$ cat config.mk
export PLATFORM = sky130hd
export DESIGN_NAME = mips_multiciclo
export DESIGN_NICKNAME = d
export VERILOG_FILES = /design/src/rtl/mips_pkg.sv /design/src/rtl/reg_file.sv /design/src/rtl/mips_multiciclo.sv
export SDC_FILE = /design/constraint.sdc
export NUM_CORES = 2
export LEC_CHECK = 0
export CELL_PAD_IN_SITES_DETAIL_PLACEMENT = 1
export CELL_PAD_IN_SITES_GLOBAL_PLACEMENT = 1
export CORE_MARGIN = 5
export CORE_UTILIZATION = 45
export DETAILED_ROUTE_END_ITERATION = 10
export HOLD_SLACK_MARGIN = 0.1
export PLACE_DENSITY_LB_ADDON = 0.1
export REMOVE_ABC_BUFFERS = 1
export SYNTH_ARGS = -nofsm -noshare
export SYNTH_HDL_FRONTEND = slang
export SYNTH_SLANG_ARGS = --single-unit
$ cat constraint.sdc
create_clock -name clk -period 4.3 [get_ports clk]
set_input_delay 0.86 -clock clk [delete_from_list [all_inputs] [get_ports clk]]
set_output_delay 0.86 -clock clk [all_outputs]
set_load 0.01 [all_outputs]
$ cat src/rtl/mips_pkg.sv
// Shared opcodes, function codes, FSM states and ALU operations for the multi-cycle MIPS core.
package mips_pkg;

    localparam logic [5:0] OP_RTYPE = 6'h00;
    localparam logic [5:0] OP_J     = 6'h02;
    localparam logic [5:0] OP_BEQ   = 6'h04;
    localparam logic [5:0] OP_ADDI  = 6'h08;
    localparam logic [5:0] OP_LW    = 6'h23;
    localparam logic [5:0] OP_SW    = 6'h2B;

    localparam logic [5:0] FN_ADD = 6'h20;
    localparam logic [5:0] FN_SUB = 6'h22;
    localparam logic [5:0] FN_AND = 6'h24;
    localparam logic [5:0] FN_OR  = 6'h25;
    localparam logic [5:0] FN_SLT = 6'h2A;

    typedef enum logic [3:0] {
        FETCH, DECODE, EX_R, EX_ADDR, MEM_RD, MEM_WR, WB_R,
        WB_MEM, EX_ADDI, WB_I, BRANCH, JUMP, HALT
    } cpuState;

    typedef enum logic [2:0] {
        ALU_ADD, ALU_SUB, ALU_AND, ALU_OR, ALU_SLT
    } aluOpT;

    function automatic aluOpT functToAluOp(input logic [5:0] funct);
        case (funct)
            FN_SUB:  return ALU_SUB;
            FN_AND:  return ALU_AND;
            FN_OR:   return ALU_OR;
            FN_SLT:  return ALU_SLT;
            default: return ALU_ADD;
        endcase
    endfunction

    function automatic logic functKnown(input logic [5:0] funct);
        return funct inside {FN_ADD, FN_SUB, FN_AND, FN_OR, FN_SLT};
    endfunction

endpackage

$ cat src/rtl/reg_file.sv
// Register file: two combinational read ports, one clocked write port, register 0 reads as zero.
module reg_file #(
    parameter int DATA_W = 32,
    parameter int NREG   = 32
) (
    input  logic                    clk,
    input  logic                    rst,
    input  logic [$clog2(NREG)-1:0] rdAddrA,
    input  logic [$clog2(NREG)-1:0] rdAddrB,
    output logic [DATA_W-1:0]       rdDataA,
    output logic [DATA_W-1:0]       rdDataB,
    input  logic                    wrEn,
    input  logic [$clog2(NREG)-1:0] wrAddr,
    input  logic [DATA_W-1:0]       wrData
);

    logic [DATA_W-1:0] regs [NREG];

    always_ff @(posedge clk) begin
        if (!rst) begin
            for (int i = 0; i < NREG; i++) begin
                regs[i] <= '0;
            end
        end else if (wrEn && (wrAddr != '0)) begin
            regs[wrAddr] <= wrData;
        end
    end

    assign rdDataA = (rdAddrA == '0) ? '0 : regs[rdAddrA];
    assign rdDataB = (rdAddrB == '0) ? '0 : regs[rdAddrB];

endmodule

$ cat src/rtl/mips_multiciclo.sv
// Multi-cycle MIPS-subset core: one shared ALU, one shared memory port with req/ack handshake.
//   state   | meaning
//   FETCH   | read instruction at PC, PC <- PC+4 on ack
//   DECODE  | A/B <- rs/rt, ALUOut <- branch target, dispatch
//   EX_R    | ALUOut <- A op B
//   EX_ADDR | ALUOut <- A + sext(imm) (lw/sw address)
//   MEM_RD  | load request held until ack, MDR latched
//   MEM_WR  | store request held until ack
//   WB_R    | rd <- ALUOut
//   WB_MEM  | rt <- MDR
//   EX_ADDI | ALUOut <- A + sext(imm)
//   WB_I    | rt <- ALUOut
//   BRANCH  | PC <- ALUOut when A == B
//   JUMP    | PC <- {PC[top:28], target, 00}
//   HALT    | unsupported opcode, stopped until reset
module mips_multiciclo #(
    parameter int DATA_W = 32,
    parameter int NREG   = 32,
    parameter int ADDR_W = 16
) (
    input  logic              clk,
    input  logic              rst,
    output logic              mem_req,
    output logic              mem_we,
    output logic [ADDR_W-1:0] mem_addr,
    output logic [DATA_W-1:0] mem_wdata,
    input  logic [DATA_W-1:0] mem_rdata,
    input  logic              mem_ack,
    output logic [DATA_W-1:0] pc_out,
    output logic [DATA_W-1:0] salida,
    output logic              halt
);
    import mips_pkg::*;

    localparam int IDX_W = $clog2(NREG);

    cpuState state, nextState;

    logic [DATA_W-1:0] pc, a, b, aluOut, mdr;
    logic [31:0]       ir;
    logic [5:0]        opcode, funct;
    logic [IDX_W-1:0]  rsIdx, rtIdx, rdIdx;
    logic [DATA_W-1:0] sextImm;

    logic [DATA_W-1:0] aluA, aluB, aluRes;
    aluOpT             aluOp;

    logic [DATA_W-1:0] rfDataA, rfDataB, rfWdata;
    logic [IDX_W-1:0]  rfWaddr;
    logic              rfWe;

    logic              memReqInt, memWeInt, addrFromAlu;
    logic [63:0]       rdWide, jmpWide;
    logic [DATA_W-1:0] jmpTarget;
    logic              unusedBits;

    assign opcode  = ir[31:26];
    assign funct   = ir[5:0];
    assign rsIdx   = ir[21 +: IDX_W];
    assign rtIdx   = ir[16 +: IDX_W];
    assign rdIdx   = ir[11 +: IDX_W];
    assign sextImm = DATA_W'($signed(ir[15:0]));
    assign rdWide  = 64'(mem_rdata);

    // Jump keeps PC bits above 27; narrow datapaths simply drop what does not fit.
    always_comb begin
        jmpWide        = 64'(pc);
        jmpWide[27:0]  = {ir[25:0], 2'b00};
    end
    assign jmpTarget = jmpWide[DATA_W-1:0];

    assign unusedBits = ^{ir[10:6], rdWide[63:32], jmpWide[63:DATA_W]};

    reg_file #(.DATA_W(DATA_W), .NREG(NREG)) uRegFile (
        .clk     (clk),
        .rst     (rst),
        .rdAddrA (rsIdx),
        .rdAddrB (rtIdx),
        .rdDataA (rfDataA),
        .rdDataB (rfDataB),
        .wrEn    (rfWe),
        .wrAddr  (rfWaddr),
        .wrData  (rfWdata)
    );

    always_comb begin
        aluA  = pc;
        aluB  = DATA_W'(4);
        aluOp = ALU_ADD;
        case (state)
            DECODE:           aluB = sextImm << 2;
            EX_R: begin
                aluA  = a;
                aluB  = b;
                aluOp = functToAluOp(funct);
            end
            EX_ADDR, EX_ADDI: begin
                aluA = a;
                aluB = sextImm;
            end
            default: ;
        endcase
    end

    always_comb begin
        case (aluOp)
            ALU_ADD: aluRes = aluA + aluB;
            ALU_SUB: aluRes = aluA - aluB;
            ALU_AND: aluRes = aluA & aluB;
            ALU_OR:  aluRes = aluA | aluB;
            ALU_SLT: aluRes = {{(DATA_W-1){1'b0}}, ($signed(aluA) < $signed(aluB))};
            default: aluRes = '0;
        endcase
    end

    always_ff @(posedge clk) begin
        if (!rst) begin
            state <= FETCH;
        end else begin
            state <= nextState;
        end
    end

    always_comb begin
        nextState   = state;
        memReqInt   = 1'b0;
        memWeInt    = 1'b0;
        addrFromAlu = 1'b0;
        rfWe        = 1'b0;
        rfWaddr     = rtIdx;
        rfWdata     = aluOut;
        case (state)
            FETCH: begin
                memReqInt = 1'b1;
                if (mem_ack) nextState = DECODE;
            end
            DECODE: begin
                case (opcode)
                    OP_RTYPE:     nextState = EX_R;
                    OP_LW, OP_SW: nextState = EX_ADDR;
                    OP_ADDI:      nextState = EX_ADDI;
                    OP_BEQ:       nextState = BRANCH;
                    OP_J:         nextState = JUMP;
                    default:      nextState = HALT;
                endcase
            end
            EX_R:    nextState = WB_R;
            EX_ADDI: nextState = WB_I;
            EX_ADDR: nextState = (opcode == OP_LW) ? MEM_RD : MEM_WR;
            MEM_RD: begin
                memReqInt   = 1'b1;
                addrFromAlu = 1'b1;
                if (mem_ack) nextState = WB_MEM;
            end
            MEM_WR: begin
                memReqInt   = 1'b1;
                memWeInt    = 1'b1;
                addrFromAlu = 1'b1;
                if (mem_ack) nextState = FETCH;
            end
            WB_R: begin
                rfWe      = 1'b1;
                rfWaddr   = rdIdx;
                nextState = FETCH;
            end
            WB_I: begin
                rfWe      = 1'b1;
                nextState = FETCH;
            end
            WB_MEM: begin
                rfWe      = 1'b1;
                rfWdata   = mdr;
                nextState = FETCH;
            end
            BRANCH, JUMP: nextState = FETCH;
            HALT:         nextState = HALT;
            default:      nextState = FETCH;
        endcase
    end

    always_ff @(posedge clk) begin
        if (!rst) begin
            pc     <= '0;
            ir     <= '0;
            a      <= '0;
            b      <= '0;
            aluOut <= '0;
            mdr    <= '0;
            salida <= '0;
        end else begin
            case (state)
                FETCH: begin
                    if (mem_ack) begin
                        ir <= rdWide[31:0];
                        pc <= aluRes;
                    end
                end
                DECODE: begin
                    a      <= rfDataA;
                    b      <= rfDataB;
                    aluOut <= aluRes;
                end
                EX_R:             aluOut <= functKnown(funct) ? aluRes : '0;
                EX_ADDR, EX_ADDI: aluOut <= aluRes;
                MEM_RD:           if (mem_ack) mdr <= mem_rdata;
                BRANCH:           if (a == b) pc <= aluOut;
                JUMP:             pc <= jmpTarget;
                default: ;
            endcase
            if (rfWe) salida <= rfWdata;
        end
    end

    // Outputs are gated by reset so nothing requests memory while reset is held.
    assign mem_req   = memReqInt & rst;
    assign mem_we    = memWeInt & rst;
    assign mem_addr  = addrFromAlu ? ADDR_W'(aluOut) : ADDR_W'(pc);
    assign mem_wdata = b;
    assign pc_out    = pc;
    assign halt      = (state == HALT) & rst;

endmodule

==> metrics.cfg <==
[sta]
setup_viol = 1
finClkSkew_ns = 0.0291
tightest_slew_ns = 1.25
fin_ws_ns = -0.0281
hold_ws_ns = 0.485
report.final.hold_viol_count = 0
final.min_clock_period_ns = 4.33
rsz0062_at_grt = true
slew_violations = 0
min_period_over_period = 1.01
fmax_ghz = 0.231
slew_headroom = 0.152

[synth]
synth_area_leaders = edfxtp_1 (46%), mux4_2 (22%), dfxtp_1 (7.1%), nor2_1 (7.0%), clkbuf_1 (2.2%)
synth-compound-area-share = 0.0624
yosys.area_share.simple = 0.103
synthDistinctLibCells = 96
synth_commonest_cells = nor2_1 (1252), edfxtp_1 (1024), mux4_2 (640)
async_reset_ff_frac = 0
ys_seq_area_frac = 0.532
synthMuxAreaShare = 0.244
ys.flop_type = edfxtp_1
syn-mean-instance-area_sq_um = 12.9
netlist_area_sq_mm = 0.0667
netlist_instances = 5167
yosys.area.top_type = edfxtp_1
synth_top_family_by_area = multiplexers
ys_warn_count = 0
synth_most_common_cell = nor2_1
ys_ff_latch = 1262
synth_xor_xnor_area_share = 0.00460
yosysTopAreaCellShare = 0.461
synthAdderAreaFrac = 0.0186
synth_edf_count = 1024

[worst_setup_path]
setup.worst_path.end_class = flop
slowest_delay_ns = 0.39
critical-path-top-delay-family = compound AO/OA/AOI/OAI gates
cp-start-kind = flop
worstPathRequired_ns = 5.02
crit_fanout = 10
cp_cell_sequence = nor2b_4 -> nand2b_4 -> a21oi_4 -> buf_12 -> buf_4 -> mux2_2 -> ha_4 -> inv_2 -> a21o_2 -> o31a_1 -> buf_4 -> o311ai_4 -> buf_6 -> a31oi_4 -> a2111o_1 -> nand3_1 -> o21ba_1 -> or3_1 -> a41oi_2
setup.worst_path.class = flop to flop
crit_top_cell = buf_4
arrival_ns = 5.05
crit_path_top_delay_cell = a2111o_1
path_buf_inv = 5

[drt]
wl_per_cell_um = 34.6
drt-initial-drc-count = 5746
dr_total_vias = 49400
drc = 0
first_pass_iters = 6
postRouteAntennaNets = 0
wl_um = 264000
vias_per_cell = 6.48

[final_layout]
n_fill_cell = 14500
fin_nets = 5708
seq_area_sq_mm = 0.0356
layout-drive-gt1-share = 0.302
multi_input_area_sq_mm = 0.0302
syn2layout_area_growth_pct = 19.9

[floorplan]
rows = 141
die-area_sq_mm = 0.156
fp.dieW_um = 395
num_io_pins = 150
start_util = 0.452
coreArea_sq_mm = 0.147
die_h_um = 395

[clock_network]
path_clk_slew_ns = 0.07
cts_num_sinks = 1262
cts.htree.levels = 4
cts_buffer_depth = 3
cts_tree = built
cts-root-buf = clkbuf_16
cts-hold-fix-buffers = 0
cts_buffers = 147
clock_latency_ns = 0.80

[place]
place_congestion = 0.927
dpl_worst_slack_ns = -0.385
hpwl_um = 177000
io_buffers = 149

[grt]
grt_antenna_before_repair = 3
grtUsageMet3 = 0.0633
grt_pass1_vias = 50800
busiest_layer = met2
use_met2 = 0.557
grt_max_degree = 123
grt_pass1_wl_um = 374000
use_met1 = 0.433
gr-total-overflow = 0
grt_use_total = 0.333

[flow_run]
max-cap-violations = 0

[power]
cellLeakagePower_nw = 26.8
ir_drop_mv = 0.406
p_per_area_mw_per_mm2 = 594

[min_path]
hp-class = flop to flop

[outcome]
status = finished with violations
violations = setup timing

## cell families after synthesis
family | Yosys count
AO/OA/AOI/OAI | 633
XOR/XNOR | 35
adder cells (fa/ha/maj) | 98
buffers and inverters | 597
flip-flops | 1262
multiplexers | 818
other | 1
AND/OR/NAND/NOR | 1723
## area by class of cell
cell class / count / area share
Tap cell: 1930 / 0.0302
Multi-Input combinational cell: 3339 / 0.378
Timing Repair Buffer: 719 / 0.0827
Clock buffer: 199 / 0.0500
Inverter: 106 / 0.00507
Antenna cell: 1 / 0.0000313
Clock inverter: 71 / 0.00940
Sequential cell: 1262 / 0.445
## sequential cells by signal, summed over array words and instances, names as in the netlist, named ones only
signal         flops
aluOut            32
salida            32
ir                32
a                 32
state              4
pc_out            32
uRegFile.regs   1024
mdr               32
mem_wdata         32
## worst min-delay path, stage by stage, from the launching register on
cell     delay [ns]
dfxtp_1        0.33
nand2_1        0.06
a21oi_1        0.05
## layer usage
| metal | part of all wire | vias up |
|---|---|---|
| li1 | - | 20200 |
| met1 | 0.38 | 26100 |
| met2 | 0.49 | 2562 |
| met3 | 0.087 | 565 |
| met4 | 0.045 | 0 |
| met5 | 0 | - |
## power breakdown
part           switching [W]  leakage, nW  internal [W]
Clock                0.00528         2.31       0.00732
Combinational         0.0109         12.0       0.00887
Sequential           0.00121         12.5        0.0140
## cell usage in the layout, fill, tap and decap left out, types with 22 or more instances in the layout
cell type / count
a21oi_1: 222
dfxtp_1: 224
buf_12: 63
mux2i_1: 96
nand2_2: 66
a211oi_1: 41
inv_1: 100
clkdlybuf4s50_1: 148
clkbuf_1: 41
mux2_2: 49
nand2b_1: 25
mux2i_4: 32
edfxtp_1: 1024
nand2_1: 231
o21ai_0: 78
ha_1: 84
xnor2_1: 33
clkbuf_16: 149
conb_1: 32
buf_4: 495
nor2_1: 1250
a22oi_1: 22
mux4_2: 640
## final timing paths
kind,start,end,slack [ns],depth (start not counted)
setup / recovery,state[3]$_SDFFE_PN0P_,pc_out[29]$_SDFFE_PN0P_,-0.03,19
setup reg to reg,state[3]$_SDFFE_PN0P_,pc_out[29]$_SDFFE_PN0P_,-0.03,19
hold / removal,ir[26]$_SDFFE_PN0P_,ir[26]$_SDFFE_PN0P_,0.49,2
hold reg to reg,ir[26]$_SDFFE_PN0P_,ir[26]$_SDFFE_PN0P_,0.49,2
## metrics by stage
| step | setup TNS (ns) | cells | power (W) | area, sq um | util |
|---|---|---|---|---|---|
| after floorplan | -2302.64 | 4707 | 0.0262 | 64900 | - |
| after global placement | -3.66 | 7316 | 0.0334 | 74300 | 0.503 |
| after detailed placement | -6.63 | 7316 | 0.0336 | 74300 | 0.503 |
| after CTS | -0.435 | 7598 | 0.0465 | 79300 | 0.538 |
| after global routing | -1.89 | 7626 | 0.0492 | 80000 | 0.542 |
| final | -0.0281 | 7627 | 0.0475 | 80000 | 0.542 |
## repair_timing
| item | in CTS | in global routing |
|---|---|---|
| gates cloned | 0 | 2 |
| setup buffers | 12 | 27 |
| setup endpoints to repair | 36 | 40 |
| gates resized for setup | 39 | 97 |
| pin swaps | 16 | 66 |
Note: power is estimated with default switching activity, not from simulation.
